===== src/rtl/rptr_handler.sv =====
// Read-domain pointer logic of an asynchronous FIFO.
// Keeps the binary and Gray read pointers and a registered empty flag.
module rptr_handler #(
   parameter int DEPTH     = 16,
   parameter int PTR_WIDTH = $clog2(DEPTH)
) (
   input  logic                 rclk,
   input  logic                 rrst_n,
   input  logic                 r_en,
   input  logic [PTR_WIDTH:0]   g_wptr_sync,
   output logic [PTR_WIDTH:0]   b_rptr,
   output logic [PTR_WIDTH:0]   g_rptr,
   output logic                 empty
);

   logic [PTR_WIDTH:0] b_rptr_q, b_rptr_d;
   logic [PTR_WIDTH:0] g_rptr_q, g_rptr_d;
   logic               empty_q, empty_d;
   logic               rd;

   // Empty is computed from the next pointer so a read of the last entry
   // raises the flag on the same edge that consumes it.
   always_comb begin
      rd       = r_en & ~empty_q;
      b_rptr_d = b_rptr_q + {{PTR_WIDTH{1'b0}}, rd};
      g_rptr_d = (b_rptr_d >> 1) ^ b_rptr_d;
      empty_d  = (g_rptr_d == g_wptr_sync);
   end

   // rrst_n is active high despite its name.
   always_ff @(posedge rclk or posedge rrst_n) begin
      if (rrst_n) begin
         b_rptr_q <= '0;
         g_rptr_q <= '0;
         empty_q  <= 1'b1;
      end else begin
         b_rptr_q <= b_rptr_d;
         g_rptr_q <= g_rptr_d;
         empty_q  <= empty_d;
      end
   end

   assign b_rptr = b_rptr_q;
   assign g_rptr = g_rptr_q;
   assign empty  = empty_q;

endmodule


===== config.mk =====
export PLATFORM = sky130hd
export DESIGN_NAME = rptr_handler
export DESIGN_NICKNAME = d
export VERILOG_FILES = /design/src/rtl/rptr_handler.sv
export SDC_FILE = /design/constraint.sdc
export NUM_CORES = 1
export LEC_CHECK = 0
export ABC_AREA = 1
export BUFFER_PORTS_ARGS = -buffer_cell sky130_fd_sc_hd__clkbuf_2
export CORE_MARGIN = 1.5
export CORE_UTILIZATION = 30
export CTS_BUF_LIST = sky130_fd_sc_hd__clkbuf_4
export DETAILED_ROUTE_END_ITERATION = 12
export SLEW_MARGIN = 20
export SYNTH_ARGS = -nofsm -noshare
export SYNTH_HDL_FRONTEND = slang
export SYNTH_SLANG_ARGS = --single-unit

===== constraint.sdc =====
create_clock -name rclk -period 1.7 [get_ports rclk]
set_input_delay 0.255 -clock rclk [delete_from_list [all_inputs] [get_ports rclk]]
set_output_delay 0.255 -clock rclk [all_outputs]
set_load 0.01 [all_outputs]

==> flow_summary.ini, run 1 <==
[clock_tree]
cts_buffer_depth = 2
h-tree-depth = 1
clk_pin_slew_ns = 0.07
cts_tree = done
root_buffer = clkbuf_4
cts_made_buffers = 3
clkLatencyLatePin_ns = 0.26
cts_sinks = 10

[sta]
fin_setup_tns_ns = -0.0551
setup_ws_ns = -0.0551
period_minus_slack_ns = 1.76
fmax_ghz = 0.570
hold_violations = 0
relSlewSlack_pct = 75.3
fin_skew_ns = 0.00297
setup_violations = 1
rsz0062_at_grt = yes
maxSlewViolCount = 0
fin_crit_sh_pct = 103
worst_slew_pin_slew_ns = 0.370

[die]
die_w_um = 46.4
die_area_um2 = 2150
boundaryPins = 19
die-height_um = 46.4
start_util_pct = 32.3
rows = 15
coreArea_um2 = 1750

[critical_path]
path_class = reg2reg
cp-end-kind = flip-flop
critPathLaunchType = flip-flop
crit_family = simple AND/OR/NAND/NOR gates
path_cells = nor2_2, ha_2, ha_4, inv_4, nand3_2, nand2_2, nand2_2, nand3_2, nor2_1, nand2_1, nor2_1
slowest_stage = dfstp_2
slowest_delay_ns = 0.54
crit_buf_inv = 1
worstPathArrival_ns = 1.96
crit_required_ns = 1.90
path_max_fanout = 4

[synth]
synth_top_family_by_area = simple AND/OR/NAND/NOR gates
synthAdderAreaFrac_pct = 4.43
synth_edf_count = 0
synth_cell_types = 15
synth_xor_area_share_pct = 1.55
synth_area_um2 = 564
netlist_instances = 73
yosys.area.top_type = dfrtp_1
syn-num-nets = 83
yosysTopAreaCellShare_pct = 39.9
yosys.area_share.simple_pct = 38.8
synth_compound_area_share_pct = 0
ys_seq_area_share_pct = 44.6
synth_area_leaders = dfrtp_1 40%, nand2_1 18%, inv_1 6.7%, nand2_2 5.5%, dfstp_2 4.7%
muxShareOfSynthArea_pct = 0
synth_ff_type = dfrtp_1
postSynthAreaPerCell_um2 = 7.73
synth_seq_cells = 10
yosysMostFrequentCell = nand2_1
synth_common_cells = 27 x nand2_1, 10 x inv_1, 9 x dfrtp_1, 5 x nand2_2, 5 x nand3_1
synth_async_sr_flop_share_pct = 100
synth_warnings = 0

[drt]
wl_per_cell_um = 9.16
via_per_inst = 4.36
first_pass_iters = 4
ant_nets = 0
routed_wl_um = 1140
first_iter_violations = 6
drc = 0
vias = 541

[final_layout]
final_nets = 110
insertedDiodeCount = 0
syn_to_final_growth_pct = 40.6
fill_cells = 177
seqCellArea_um2 = 251
multiInputGateArea_um2 = 303
drive_above_1_share_pct = 46.5

[global_routing]
track_usage_pct = 11.8
grt_pass1_vias = 448
grt_antenna_before_repair = 0
grt_pass1_wl_um = 1660
gr-total-overflow = 0
grt_max_degree = 11

[status]
run_status = finished, violations left
violations = setup timing

[power]
vdd_drop_max_mv = 1.12
power.density_nw_per_um2 = 2130
p_leak_nw = 0.438

[placement]
io_buffers = 18
post-dp-hpwl_um = 858
place_ws_ns = -0.0408
place.gp.congestion = 0.756

[job]
maxCapViolCount = 0

[hold_path]
min_path_type = in2reg
[final timing paths]
check                          startpoint        end  slack, ns  cells after the start
max reg2reg                         empty      empty      -0.06                     11
max in group asynchronous          rrst_n      empty       0.90                      3
min                        g_wptr_sync[2]      empty       0.26                      3
max                                 empty      empty      -0.06                     11
min reg2reg                     b_rptr[0]  b_rptr[0]       0.60                      1
min in group asynchronous          rrst_n  g_rptr[2]       0.49                      3
[state kept, by name, summed over array words and instances (netlist names)]
register,flops
b_rptr,5
empty,1
g_rptr,4
[timing repair]
action | 4_1_cts | 5_1_grt
pin swaps | 0 | 11
resized for setup | 1 | 12
setup endpoints to repair | 1 | 1
buffers inserted | 0 | 2
hold endpoints to repair | 9 | 0
hold buffers | 1 | 0
[per-layer routing]
| layer | share of wire (%) | global-route usage, % | wire, um |
|---|---|---|---|
| met1 | 40 | 12.6 | 452 |
| met4 | 0.70 | 5.14 | 8 |
| met3 | 6.8 | 7.06 | 77 |
| met2 | 53 | 18.6 | 598 |
| met5 | 0 | 0 | 0 |
[area by class of cell]
type                    count  share of cell area, %
multi-input cells          50                   38.2
clock inverters             1                  0.473
inverters                  11                   5.52
flip-flops and latches     10                   31.7
well taps                  25                   3.94
repair buffers             24                   17.4
clock buffers               3                   2.84
[layout by cell type (no fill, tap or decap)]
master and n:
nand4_1 4, dlygate4sd3_1 1, xor2_1 1, nand2_2 9
inv_4 1, nand3_1 2, clkbuf_2 18, nand3_2 4
nor2_2 1, inv_1 9, nand3b_1 2, dfstp_2 1
inv_2 1, clkinv_1 1, ha_2 1, nand2_4 1
buf_4 5, nor2_1 2, nand2_1 22, ha_4 1
clkbuf_4 3, dfrtp_1 9
[cell families (layout without fill, tap and decap cells)]
group | Yosys count | after routing
and+or+nand+nor | 47 | 47
DFF | 10 | 10
adders and majority gates | 2 | 2
buffers and inverters | 13 | 39
xor gates and xnor gates | 1 | 1
[report_power, final]
part	switching, W	internal, W	total (W)
Combinational	0.000567	0.000484	0.00105
Sequential	0.000112	0.000360	0.000472
Clock	0.0000829	0.0000849	0.000168
[tightest hold or removal path: cells and delay by family]
kind	cells	cell delay (ns)
buf+inv	1	0.08
simple gates	1	0.05
xor+xnor	1	0.13
[metrics by stage]
step	util (%)	total power [W]	hold WS [ns]	cells	instance area [um2]
final	45.4	0.00169	0.255	124	793
after global routing	45.4	0.00186	0.260	124	793
after CTS	42.4	0.00152	0.254	122	741
after detailed placement	40.2	0.00134	0.236	117	702
after global placement	40.2	0.00132	0.239	117	702
after floorplan	-	0.00105	0.0945	73	577
(Power assumes the default switching activity.)
==> run 2, diff against run 1 <==
--- a/config.mk
+++ b/config.mk
@@ -6,5 +6,4 @@
 export NUM_CORES = 1
 export LEC_CHECK = 0
-export ABC_AREA = 1
 export BUFFER_PORTS_ARGS = -buffer_cell sky130_fd_sc_hd__clkbuf_2
 export CORE_MARGIN = 1.5
==> constraint.sdc (replaced) <==
create_clock -name rclk -period 1.7 [get_ports rclk]
set_input_delay 0.085 -clock rclk [delete_from_list [all_inputs] [get_ports rclk]]
set_output_delay 0.085 -clock rclk [all_outputs]
set_load 0.01 [all_outputs]
==> run 2 against run 1 <==
The run still ends with setup timing left; worst hold slack got worse by 0.18 ns; clock skew is 0.00074 ns higher; critical path depth shrank 4; final area fell by 8.5%; worst setup slack worse by 0.18 ns; register-to-register slack worse by 0.18 ns; die area down 15%; critical path type unchanged; largest cell class is now flip-flops and latches.
==> flow_summary.ini, run 2 <==
[synth]
synth_seq_cells = 10
syn-num-nets = 47
synth_async_sr_flop_share_pct = 100
ys_seq_area_share_pct = 52.8
synth_area_leaders = dfrtp_1 47%, xor2_1 13%, xnor2_1 7.3%, dfstp_2 5.5%, ha_1 5.2%
synth_ff_type = dfrtp_1
synth_common_cells = 9 x dfrtp_1, 7 x xor2_1, 4 x nand3_1, 4 x xnor2_1, 3 x inv_1
netlist_instances = 37
synth_edf_count = 0
yosysTopAreaCellShare_pct = 47.2
synth_warnings = 0
yosysMostFrequentCell = dfrtp_1
yosys.area.top_type = dfrtp_1
postSynthAreaPerCell_um2 = 12.9
synth_cell_types = 13
synth_area_um2 = 477

[critical_path]
worstPathArrival_ns = 2.11
crit_required_ns = 1.88
cp-end-kind = flip-flop
critPathLaunchType = flip-flop
path_max_fanout = 3
path_class = reg2reg

[global_routing]
grt_pass1_wl_um = 1460
grt_max_degree = 11
grt_antenna_before_repair = 0
grt_pass1_vias = 341
track_usage_pct = 11.4
gr-total-overflow = 0

[sta]
worst_slew_pin_slew_ns = 0.385
setup_ws_ns = -0.234
setup_violations = 1
fin_setup_tns_ns = -0.234
relSlewSlack_pct = 74.3
fmax_ghz = 0.517
period_minus_slack_ns = 1.93
hold_violations = 0
fin_crit_sh_pct = 114
timing.hold.ws_ns = 0.0773
maxSlewViolCount = 0
rsz0062_at_grt = yes
fin_skew_ns = 0.00371

[drt]
first_pass_iters = 2
via_per_inst = 4.46
routed_wl_um = 888
ant_nets = 0
wl_per_cell_um = 10.4
first_iter_violations = 2
vias = 379
drc = 0

[final_layout]
mostFrequentLayoutCell = clkbuf_2
stdcell_count = 85
finalInstanceArea_um2 = 726
drive_above_1_share_pct = 56.5
insertedDiodeCount = 0
final_cell_mix = 18 x clkbuf_2, 10 x buf_4, 9 x dfrtp_1, 6 x xor2_1, 4 x xnor2_1
final_nets = 80
largest_reg_flops = 5
syn_to_final_growth_pct = 52.2

[clock_tree]
cts_made_buffers = 3
clkLatencyLatePin_ns = 0.26
cts_sinks = 10
root_buffer = clkbuf_4
post_cts_buffers = 0
cts_buffer_depth = 2
cts_tree = done
h-tree-depth = 1
clk_pin_slew_ns = 0.06

[power]
p_leak_nw = 0.362
seq_power_share_pct = 29.3
comb_power_share_pct = 60.1
swShare_pct = 37.7
power.density_nw_per_um2 = 2110
finalPower_w = 0.00153
vdd_drop_max_mv = 0.806
p_sw_w = 0.000578
power.internal_w = 0.000954
pwr-share-clk_pct = 10.6

[die]
die_w_um = 42.9
die-height_um = 42.9
start_util_pct = 32.0
coreArea_um2 = 1490
boundaryPins = 19
rows = 14
die_area_um2 = 1840

[placement]
post-dp-hpwl_um = 730
dpl_cell_area_um2 = 677
place.gp.congestion = 0.656
io_buffers = 18
dp.cells = 80

[status]
run_status = finished, violations left
violations = setup timing

[hold_path]
min_path_type = in2reg

[job]
maxCapViolCount = 0
-- run 2: changes by cell type after synthesis, moves of 3 or more --
cell	before	now
inv_1	10	3
nand2_1	27	0
nand2_2	5	0
nand4_1	4	0
nor2_1	3	0
xnor2_1	0	4
xor2_1	1	7
-- run 2: final timing paths --
| kind | to | from | cells after the start | slack [ns] |
|---|---|---|---|---|
| max | empty | empty | 7 | -0.23 |
| min | empty | g_wptr_sync[4] | 4 | 0.08 |
| max reg2reg | empty | empty | 7 | -0.23 |
| min reg2reg | b_rptr[0] | b_rptr[0] | 1 | 0.61 |
| max in group asynchronous | empty | rrst_n | 3 | 1.06 |
| min in group asynchronous | g_rptr[2] | rrst_n | 3 | 0.32 |
-- run 2: power by group through the flow --
stage,Combinational (W),Clock (W),Sequential (W)
after CTS,0.000928,0.000170,0.000453
after floorplan,0.000487,0,0.000520
after global placement,0.000910,0,0.000449
final,0.000921,0.000163,0.000449
after global routing,0.00102,0.000191,0.000465
after detailed placement,0.000920,0,0.000455
-- run 2: per-layer routing --
layer / global-route usage, % / wire length, um
met5: 0 / 0
met4: 3.75 / 5
met3: 6.81 / 76
met2: 17.9 / 435
met1: 12.9 / 370
-- run 2: kinds of logic (layout without fill, tap and decap cells) --
logic type                 after synthesis  count (layout)  share of synthesized area [%]
xor gates and xnor gates                12              12                           25.2
buffers and inverters                    4              36                           3.94
and+or+nand+nor                          7               7                           8.14
adders and majority gates                2               2                           5.25
DFF                                     10              10                           52.8
AOI/OAI and AO/OA                        2               2                           4.72
-- run 2: through the flow --
stage          utilization [%]  setup WS [ns]
2_1_floorplan                -         -0.257
3_3_place_gp              45.5         -0.244
3_5_place_dp              45.5         -0.254
4_1_cts                   48.1         -0.274
5_1_grt                   48.7         -0.298
6_report                  48.7         -0.234
-- run 2: critical path: stages (launching register included) --
cell and delay [ns]:
dfstp_2 0.54, nor2b_2 0.04, ha_2 0.19, ha_4 0.18, xor2_2 0.18, xor2_1 0.16, or3_1 0.36, a221oi_2 0.21
-- run 2: final cells by class --
class	count	area, um2
clock buffer	3	22.5
clock inverter	1	3.75
fill	140	763
inverter	3	11.3
multi-input combinational	23	241
sequential	10	251
tap	16	20.0
timing repair buffer	29	175
-- run 2: repair_timing --
action | 4_1_cts | 5_1_grt
pin swaps | 0 | 1
hold buffers | 1 | 0
hold endpoints to repair | 9 | 0
endpoints found under the setup margin | 1 | 1
resized for setup | 1 | 2
==> run 3, diff against run 2 <==
- BUFFER_PORTS_ARGS: -buffer_cell sky130_fd_sc_hd__clkbuf_2 -> unset
- DONT_BUFFER_PORTS: unset -> 1
==> run 3 against run 2 <==
The run still ends with setup timing left; register-to-register slack worse by 0.03 ns; worst hold slack worse by 0.070 ns; total power grew 8.3%; wire length rose by 11%; final cell count shrank 15%; clock power about the same; count of clock-buffer cells in the layout unchanged; clock skew is 0.0081 ns higher; sequential share of layout area rose by 0.79 points; critical path depth unchanged.
==> flow_summary.ini, run 3 (synthesis gave the netlist of run 2 again) <==
[status]
run_status = finished, violations left
violations = setup timing

[clock_tree]
cts_made_buffers = 3
cts_buffer_depth = 2
h-tree-depth = 1
clk_pin_slew_ns = 0.07
clkLatencyLatePin_ns = 0.26
cts_tree = done
cts_sinks = 10
root_buffer = clkbuf_4

[drt]
first_pass_iters = 1
first_iter_violations = 0
routed_wl_um = 983
wl_per_cell_um = 13.7
via_per_inst = 4.49
ant_nets = 0
drc = 0
vias = 323

[sta]
period_minus_slack_ns = 1.96
relSlewSlack_pct = 75.8
worst_slew_pin_slew_ns = 0.363
fin_skew_ns = 0.0118
hold_violations = 0
fin_crit_sh_pct = 116
timing.hold.ws_ns = 0.00775
maxSlewViolCount = 0
fmax_ghz = 0.509
rsz0062_at_grt = yes
setup_violations = 2
setup_ws_ns = -0.264
fin_setup_tns_ns = -0.290

[power]
vdd_drop_max_mv = 0.809
finalPower_w = 0.00166
p_leak_nw = 0.325
power.density_nw_per_um2 = 2340

[die]
coreArea_um2 = 1490
die_w_um = 42.9
boundaryPins = 19
die-height_um = 42.9
rows = 14
start_util_pct = 32.0
die_area_um2 = 1840

[hold_path]
hold_depth = 2
min_to = empty
min_path_type = in2reg
min_from = g_wptr_sync[2]

[final_layout]
syn_to_final_growth_pct = 48.8
seqCellArea_um2 = 251
drive_above_1_share_pct = 48.2
multiInputGateArea_um2 = 268
largest_reg_flops = 5
final_nets = 67
mostFrequentLayoutCell = buf_4
insertedDiodeCount = 0
final_cell_mix = 12 x buf_4, 9 x dfrtp_1, 6 x xor2_1
fill_cells = 145
final_util_pct = 47.6

[critical_path]
path_max_fanout = 3
reg2reg_depth = 7
slowest_stage = dfstp_2
r2r_slack_ns = -0.26
timing.rr.end = empty
slowest_delay_ns = 0.55
crit_buf_inv = 0
cp-end-kind = flip-flop
critPathLaunchType = flip-flop
path_cells = nor2b_2, ha_2, ha_4, xor2_2, xor2_1, or3_1, a221oi_2
worstPathArrival_ns = 2.15
crit_family = flip-flops
path_class = reg2reg
rr_startpoint = empty
crit_required_ns = 1.88

[global_routing]
grt_max_degree = 11
gr-total-overflow = 0
grt_pass1_vias = 345
track_usage_pct = 11.7
grt_pass1_wl_um = 1520
grt_antenna_before_repair = 0

[placement]
place_ws_ns = -0.270
post-dp-hpwl_um = 761
io_buffers = 0
place.gp.congestion = 0.711

[job]
maxCapViolCount = 0
-- run 3: cell count changes in the layout (fill, tap and decap cells not counted), sizes merged --
| cell | previous run | this run |
|---|---|---|
| clkbuf | 21 | 3 |
| dlygate4sd3 | 1 | 2 |
| buf | 10 | 14 |
-- run 3: repair_timing --
item / in CTS / in global routing
endpoints found under the setup margin: 2 / 2
hold endpoints to repair: 11 / 0
pin swaps: 3 / 2
hold buffers: 2 / 0
gates resized for setup: 0 / 8
buffers inserted: 0 / 1
-- run 3: how the worst max path moves through the flow --
stage	startpoint	to	cells past startpoint
after floorplan	empty	empty	7
after global placement	empty	empty	7
after detailed placement	empty	empty	7
after CTS	empty	empty	7
after global routing	empty	empty	7
final	empty	empty	7
-- run 3: final cells by class --
cell class              instances  share of cell area [%]
clock inverters                 1                   0.529
inverters                       3                    1.59
flip-flops and latches         10                    35.4
well taps                      16                    2.82
multi-input cells              23                    37.7
clock buffers                   3                    3.17
repair buffers                 16                    18.7
-- run 3: report_power, final --
part           internal, W  switching (W)
Clock            0.0000844      0.0000768
Combinational     0.000573       0.000397
Sequential        0.000372       0.000156
-- run 3: per-stage QoR --
step / instances / instance area (um2)
2_1_floorplan: 37 / 499
3_3_place_gp: 65 / 609
3_5_place_dp: 65 / 609
4_1_cts: 71 / 656
5_1_grt: 72 / 709
6_report: 72 / 709
-- run 3: per-layer routing --
| metal | global-route usage [%] | part of all wire (%) | vias up |
|---|---|---|---|
| met5 | 0 | 0 | - |
| met4 | 5.63 | 0 | 0 |
| met3 | 5.11 | 11 | 0 |
| met2 | 19.1 | 52 | 14 |
| met1 | 12.9 | 37 | 151 |
| li1 | - | - | 158 |
